==> src/rtl/branch_predictor.sv <==
// Bimodal branch direction predictor with an IF->EX prediction pipeline.
// Optional build macro BP_STATS_EN adds branch / misprediction counters.
module branch_predictor #(
  parameter int unsigned IDX_BITS   = 6,
  parameter int unsigned PRED_DELAY = 2
) (
  input  logic        clk,
  input  logic        rst_n,
  input  logic [31:0] pc_if,
  input  logic [6:0]  opcode_if,
  input  logic        stall,
  input  logic        flush_pipe,
  output logic        pred_if,
  output logic        pred_ex,
  input  logic        upd_valid,
  input  logic [31:0] upd_pc,
  input  logic        upd_taken
`ifdef BP_STATS_EN
  ,
  output logic [31:0] stat_branches,
  output logic [31:0] stat_mispred
`endif
);

  localparam int unsigned ENTRIES   = 1 << IDX_BITS;
  localparam logic [6:0]  OP_BRANCH = 7'b1100011;
  localparam logic [1:0]  CTR_RESET = 2'b01;

  logic [1:0]            ctr_q [ENTRIES];
  logic [1:0]            ctr_d [ENTRIES];
  logic [PRED_DELAY-1:0] pipe_q;
  logic [PRED_DELAY-1:0] pipe_d;

  logic [IDX_BITS-1:0]   lkp_idx;
  logic [IDX_BITS-1:0]   upd_idx;

  assign lkp_idx = pc_if[IDX_BITS+1:2];
  assign upd_idx = upd_pc[IDX_BITS+1:2];

  // PC bits outside the index field are deliberately ignored (aliasing).
  logic unused_pc_bits;
  assign unused_pc_bits = ^{pc_if[31:IDX_BITS+2], pc_if[1:0],
                            upd_pc[31:IDX_BITS+2], upd_pc[1:0]};

  // Lookup: only conditional branches are predicted; no update bypass.
  always_comb begin
    pred_if = 1'b0;
    if (opcode_if == OP_BRANCH) begin
      pred_if = ctr_q[lkp_idx][1];
    end
  end

  assign pred_ex = pipe_q[PRED_DELAY-1];

  // Saturating counter training from resolved EX outcomes.
  always_comb begin
    ctr_d = ctr_q;
    if (upd_valid) begin
      if (upd_taken) begin
        if (ctr_q[upd_idx] != 2'b11) begin
          ctr_d[upd_idx] = ctr_q[upd_idx] + 2'd1;
        end
      end else begin
        if (ctr_q[upd_idx] != 2'b00) begin
          ctr_d[upd_idx] = ctr_q[upd_idx] - 2'd1;
        end
      end
    end
  end

  // Prediction shift register: flush beats stall, stall holds, else shift.
  always_comb begin
    pipe_d = pipe_q;
    if (flush_pipe) begin
      pipe_d = '0;
    end else if (!stall) begin
      pipe_d[0] = pred_if;
      for (int unsigned i = 1; i < PRED_DELAY; i++) begin
        pipe_d[i] = pipe_q[i-1];
      end
    end
  end

  // State registers for the counter table and the prediction pipeline.
  always_ff @(posedge clk or negedge rst_n) begin
    if (!rst_n) begin
      for (int unsigned i = 0; i < ENTRIES; i++) begin
        ctr_q[i] <= CTR_RESET;
      end
      pipe_q <= '0;
    end else begin
      ctr_q  <= ctr_d;
      pipe_q <= pipe_d;
    end
  end

`ifdef BP_STATS_EN
  logic [31:0] stat_branches_q, stat_branches_d;
  logic [31:0] stat_mispred_q,  stat_mispred_d;

  // Count resolved branches and those whose carried prediction was wrong.
  always_comb begin
    stat_branches_d = stat_branches_q;
    stat_mispred_d  = stat_mispred_q;
    if (upd_valid) begin
      stat_branches_d = stat_branches_q + 32'd1;
      if (upd_taken != pred_ex) begin
        stat_mispred_d = stat_mispred_q + 32'd1;
      end
    end
  end

  // Statistics registers.
  always_ff @(posedge clk or negedge rst_n) begin
    if (!rst_n) begin
      stat_branches_q <= '0;
      stat_mispred_q  <= '0;
    end else begin
      stat_branches_q <= stat_branches_d;
      stat_mispred_q  <= stat_mispred_d;
    end
  end

  assign stat_branches = stat_branches_q;
  assign stat_mispred  = stat_mispred_q;
`endif

endmodule

==> config.mk <==
export PLATFORM = sky130hd
export DESIGN_NAME = branch_predictor
export DESIGN_NICKNAME = d
export VERILOG_FILES = /design/src/rtl/branch_predictor.sv
export SDC_FILE = /design/constraint.sdc
export NUM_CORES = 1
export LEC_CHECK = 0
export CORE_MARGIN = 2
export CORE_UTILIZATION = 60
export CTS_CLUSTER_DIAMETER = 80
export CTS_CLUSTER_SIZE = 16
export DETAILED_ROUTE_END_ITERATION = 16
export GPL_ROUTABILITY_DRIVEN = 0
export MAX_ROUTING_LAYER = met4
export PLACE_DENSITY_LB_ADDON = 0.25
export SKIP_LAST_GASP = 1
export SLEW_MARGIN = 0
export SYNTH_ARGS = -nofsm -noshare
export SYNTH_HDL_FRONTEND = slang
export SYNTH_SLANG_ARGS = --single-unit
==> constraint.sdc <==
create_clock -name clk -period 5.05 [get_ports clk]
set_input_delay 1.01 -clock clk [delete_from_list [all_inputs] [get_ports clk]]
set_output_delay 1.01 -clock clk [all_outputs]
set_load 0.01 [all_outputs]
Word level (Yosys, flattened, before mapping)
Index checks and enable logic that the tools add are counted.
{"block": "word_totals", "reg_bits": 130, "input_bits": 77, "output_inout_bits": 2, "wordCells": 96}
{"block": "op_classes", "addsub": 2, "n_lt_le_gt_ge": 3, "eq_ne": 4, "n_mux": 16, "n_bitwise": 2, "reduce_logical": 4}
{"op": "two-way mux 128 bit", "n": 3}
{"op": "bitwise mux 128 bit", "n": 2}
{"op": "binary-select mux 2 bit (select 6 bit)", "n": 2}
{"op": ">= comparator 7 bit, second input constant", "n": 2}
{"op": "two-way mux 2 bit", "n": 7}
{"op": "NOT 6 -> 7 bit", "n": 2}
{"op": "demux 2 bit (select 6 bit)", "n": 1}
{"op": "equality test 7 bit, second input constant", "n": 1}
{"op": "< comparator 7 x 1 -> 1 bit, second input constant", "n": 1}
{"op": "inequality test 2 x 1 -> 1 bit, second input constant", "n": 2}
{"op": "nonzero test 2 bit", "n": 2}
{"op": "AND reduction 3 bit", "n": 1}
{"op": "adder 2 x 1 -> 2 bit, second input constant", "n": 1}
{"op": "inequality test 2 bit, second input constant", "n": 1}
{"op": "subtractor 2 x 1 -> 2 bit, second input constant", "n": 1}
{"op": "logical AND 1 bit", "n": 1}
{"op": "two-way mux 1 bit", "n": 1}

Logic depth before layout (Yosys ltp)
{"block": "depth", "word_depth": 8, "ltp_mapped": 17, "ltp_nobuf": 13}

Least setup slack after synthesis
No wires, ideal clock.
{"block": "synth_timing", "path_kind": "in2reg", "start": "input upd_pc[2]", "end": "register ctr_q[43] in the netlist's numbering", "setup_ps": 125, "t_arrival_ps": 3818, "t_required_ps": 4925, "setup_slack_ps": 1107, "path_stages": 16, "n_path_buf": 3, "cell_sequence": "buf_6 buf_6 mux4_2 nand2_1 nand2_1 a22oi_2 and3_4 buf_6 nand3_1 ha_1 mux2i_1 nand2_1 nor2_2 nand2_1 nor2_1 mux2_2"}
{"block": "synth_via", "elab_chain_len": 8, "elab_cells_between_ends": 21, "classes_between": "add/sub: 2; order compare: 2; eq/ne: 2; mux: 10; bitwise: 1; reduce/logical: 4"}
{"item": "start: declaration", "line_no": "16", "rtl": "input logic [31:0] upd_pc,"}
{"item": "NOT 6 -> 7 bit (not written as such) (*)"}
{"item": "binary-select mux 2 bit (select 6 bit), or another cell as far along"}
{"item": "two-way mux 2 bit (not written as such) or logical AND 1 bit (tied branches)"}
{"item": "two-way mux 2 bit, on equally long branches"}
{"item": "subtractor 2 x 1 -> 2 bit, or another cell as far along", "line_no": "65", "rtl": "ctr_d[upd_idx] = ctr_q[upd_idx] - 2'd1;"}
{"item": "bitwise mux 128 bit, on equally long branches", "line_no": "65, 61"}
{"item": "two-way mux 128 bit, on equally long branches", "line_no": "64, 60"}
{"item": "two-way mux 128 bit", "line_no": "59", "rtl": "if (upd_taken) begin"}
{"item": "end signal: assignment", "line_no": "92", "rtl": "ctr_q <= ctr_d;"}
{"item": "end: declaration", "line_no": "29", "rtl": "logic [1:0] ctr_q [ENTRIES];"}
Every way passes the cells marked *; elsewhere a longest branch is shown, timed or not. The select of a mux whose other input is x is not followed.
A chain may end at the register's enable or synchronous reset.

Worst setup path after layout
{"block": "layout_timing", "start": "input upd_pc[2]", "end": "register ctr_q[31] in the netlist's numbering"}
The elaborated chain is that of the path after synthesis.

==> results.cfg <==
[run_status]
status = finished clean

[die]
die_width_um = 113
core_area_um2 = 11500
ioPinCount = 79
die_y_um = 113
num_rows = 39
initial_core_util_pct = 61.8
die_area_um2 = 12700

[final_layout]
stdcell_area_um2 = 8200
drive_gt1_share_pct = 41.7
nets = 735
diodes = 0
instances_no_fill = 812
area_delta_synth_final_pct = 15.7
fillers = 791

[yosys]
synth_seq_area_share_pct = 47.0
postSynthAreaPerCell_um2 = 11.6
synth_flop_cell = dfrtp_1
async_flop_share_pct = 100
synth_fp_nets = 688
synth_seq_cells = 130
yosysTopAreaCellShare_pct = 23.7
syn_area_um2 = 7090
ys_types = 54
synthTopCellsByArea = dfstp_2 24%, dfrtp_1 23%, mux2_2 19%
yosysMostFrequentCell = mux2_2
synth_edf_count = 0
yosysTopAreaCell = dfstp_2
yosysWarnings = 0
syn_inst = 609
synth_common_cells = 117 x mux2_2, 66 x dfrtp_1, 64 x dfstp_2, 64 x nand2_1, 52 x nor2_1

[placed_design]
portBuffers = 26
placed_cell_area_um2 = 7600
dp_hpwl_um = 13500
dp_cells = 780

[job]
drv_cap = 0

[cts]
cts_htree_levels = 4
post_cts_resized = 0
cts_setup_buffers = 0
numClockSinks = 130
clk_latency_ns = 0.43
cts_tree = built
cts_made_buffers = 17
clkSlewWorstSetupHoldPaths_ns = 0.05
hold_buffers = 0
clockBufferDepth = 2
cts-root-buf = clkbuf_16

[critical_path]
cpMostUsedCell = nand2_1
cp_cell_sequence = clkdlybuf4s50_1 -> buf_12 -> and2_0 -> a221oi_1 -> o22a_1 -> o22a_2 -> and3_1 -> ha_1 -> mux2i_1 -> nand2_1 -> nor2_2 -> nand2_1 -> nor2_1 -> mux2_2
end_kind = flip-flop
cp.arrival_ns = 5.13
cp.required_ns = 5.36
max_stage_delay_ns = 0.59
start_kind = input pin
crit_start = upd_pc[2]
crit_type = input pin to flip-flop
slowest_stage = and2_0
path_max_fanout = 25

[global_routing]
grtUsageTotal_pct = 34.1
overflow = 0
grt_pass1_vias = 5634
grt_antenna_before_repair = 0
grt_max_degree = 65
grt_pass1_wl_um = 31300

[hold_path]
hold_path.class = flip-flop to flip-flop

[detailed_routing]
vias = 5430
postRouteAntennaNets = 0
vias_per_cell = 6.69
first_pass_iters = 5
drt_wl_total_um = 19600
wl_per_cell_um = 24.2
drt_iter0_drc = 555
route.detailed.drc = 0

[sta]
fin_worst_skew_ns = 0.00771
tightest_slew_ns = 1.05
slew-limit-headroom_pct = 30.0
whs_ns = 0.462
finalSetupTns_ns = 0
finalMaxSlewViolations = 0
fmax_mhz = 207
finalHoldViolations = 0
grt_setup_unrepaired = false
finalCriticalPeriod_ns = 4.82
setup_violations = 0
period_share_pct = 95.5

[power_and_ir_drop]
ir_drop_v = 0.000369
p_per_area_nw_per_um2 = 395
p_leak_uw = 0.00348
-- final timing paths --
check	end	slack (ns)	cells past startpoint
worst max-delay path	ctr_q[31]	0.23	14
worst min-delay path	flip-flop	0.46	2
worst max register to register	ctr_q[31]	1.28	12
worst min register to register	flip-flop	0.46	2
max in group asynchronous	asynchronous set/reset pin	3.33	2
min in group asynchronous	ctr_q[53]	0.68	1
-- critical path: cells and delay by family --
kind,cells,cell delay (ns)
AO/OA/AOI/OAI,3,0.67
AND/OR/NAND/NOR,6,1.97
buffers and inverters,2,0.72
adder cells (fa/ha/maj),1,0.20
multiplexers,2,0.55
-- report_power, final --
part / leakage (uW) / internal (uW) / switching [uW]
logic: 0.00164 / 283 / 310
clock network: 0.000286 / 797 / 445
registers: 0.00156 / 1280 / 120
-- per-layer routing --
| metal | vias to the layer above | global-route usage [%] | wire [um] |
|---|---|---|---|
| li1 | 2355 | - | - |
| met1 | 2677 | 43.0 | 7780 |
| met2 | 305 | 50.4 | 9170 |
| met3 | 93 | 9.83 | 1810 |
| met4 | 0 | 17.4 | 871 |
| met5 | - | - | 0 |
-- final cells by class --
class	instances	area (um^2)	area share, %
clock buffers	22	464	5.66
clock inverters	10	133	1.62
inverters	5	18.8	0.229
multi-input cells	437	3510	42.8
flip-flops and latches	130	3330	40.6
well taps	143	179	2.18
repair buffers	65	566	6.90
-- cells in the final DEF (no fill, tap or decap), drive strengths merged, types with 17 or more instances in the layout --
cell type and n:
mux2 117, dfrtp 66, nand2 64, dfstp 64, nor2 54, buf 42
mux2i 36, o21ai 27, clkdlybuf4s50 23, a22oi 22, clkbuf 22, a221oi 17
-- metrics by stage --
stage | util, % | setup slack (ns) | power, uW
after floorplan | - | 1.11 | 1780
after global placement | 66.3 | 0.0261 | 1960
after detailed placement | 66.3 | 0.00246 | 1990
after CTS | 71.5 | 0.305 | 3240
after global routing | 71.5 | 0.138 | 3360
final | 71.5 | 0.229 | 3240
-- cell families (layout without fill, tap and decap cells) --
family | count (synthesis) | count (layout) | share of synthesized area [%]
AOI/OAI and AO/OA | 97 | 97 | 9.48
xor gates and xnor gates | 1 | 1 | 0.124
muxes | 168 | 168 | 28.4
adders and majority gates | 2 | 2 | 0.353
DFF | 130 | 130 | 47.0
and+or+nand+nor | 169 | 169 | 11.0
buffers and inverters | 42 | 102 | 3.57
Power figures use the tool's default switching activity.
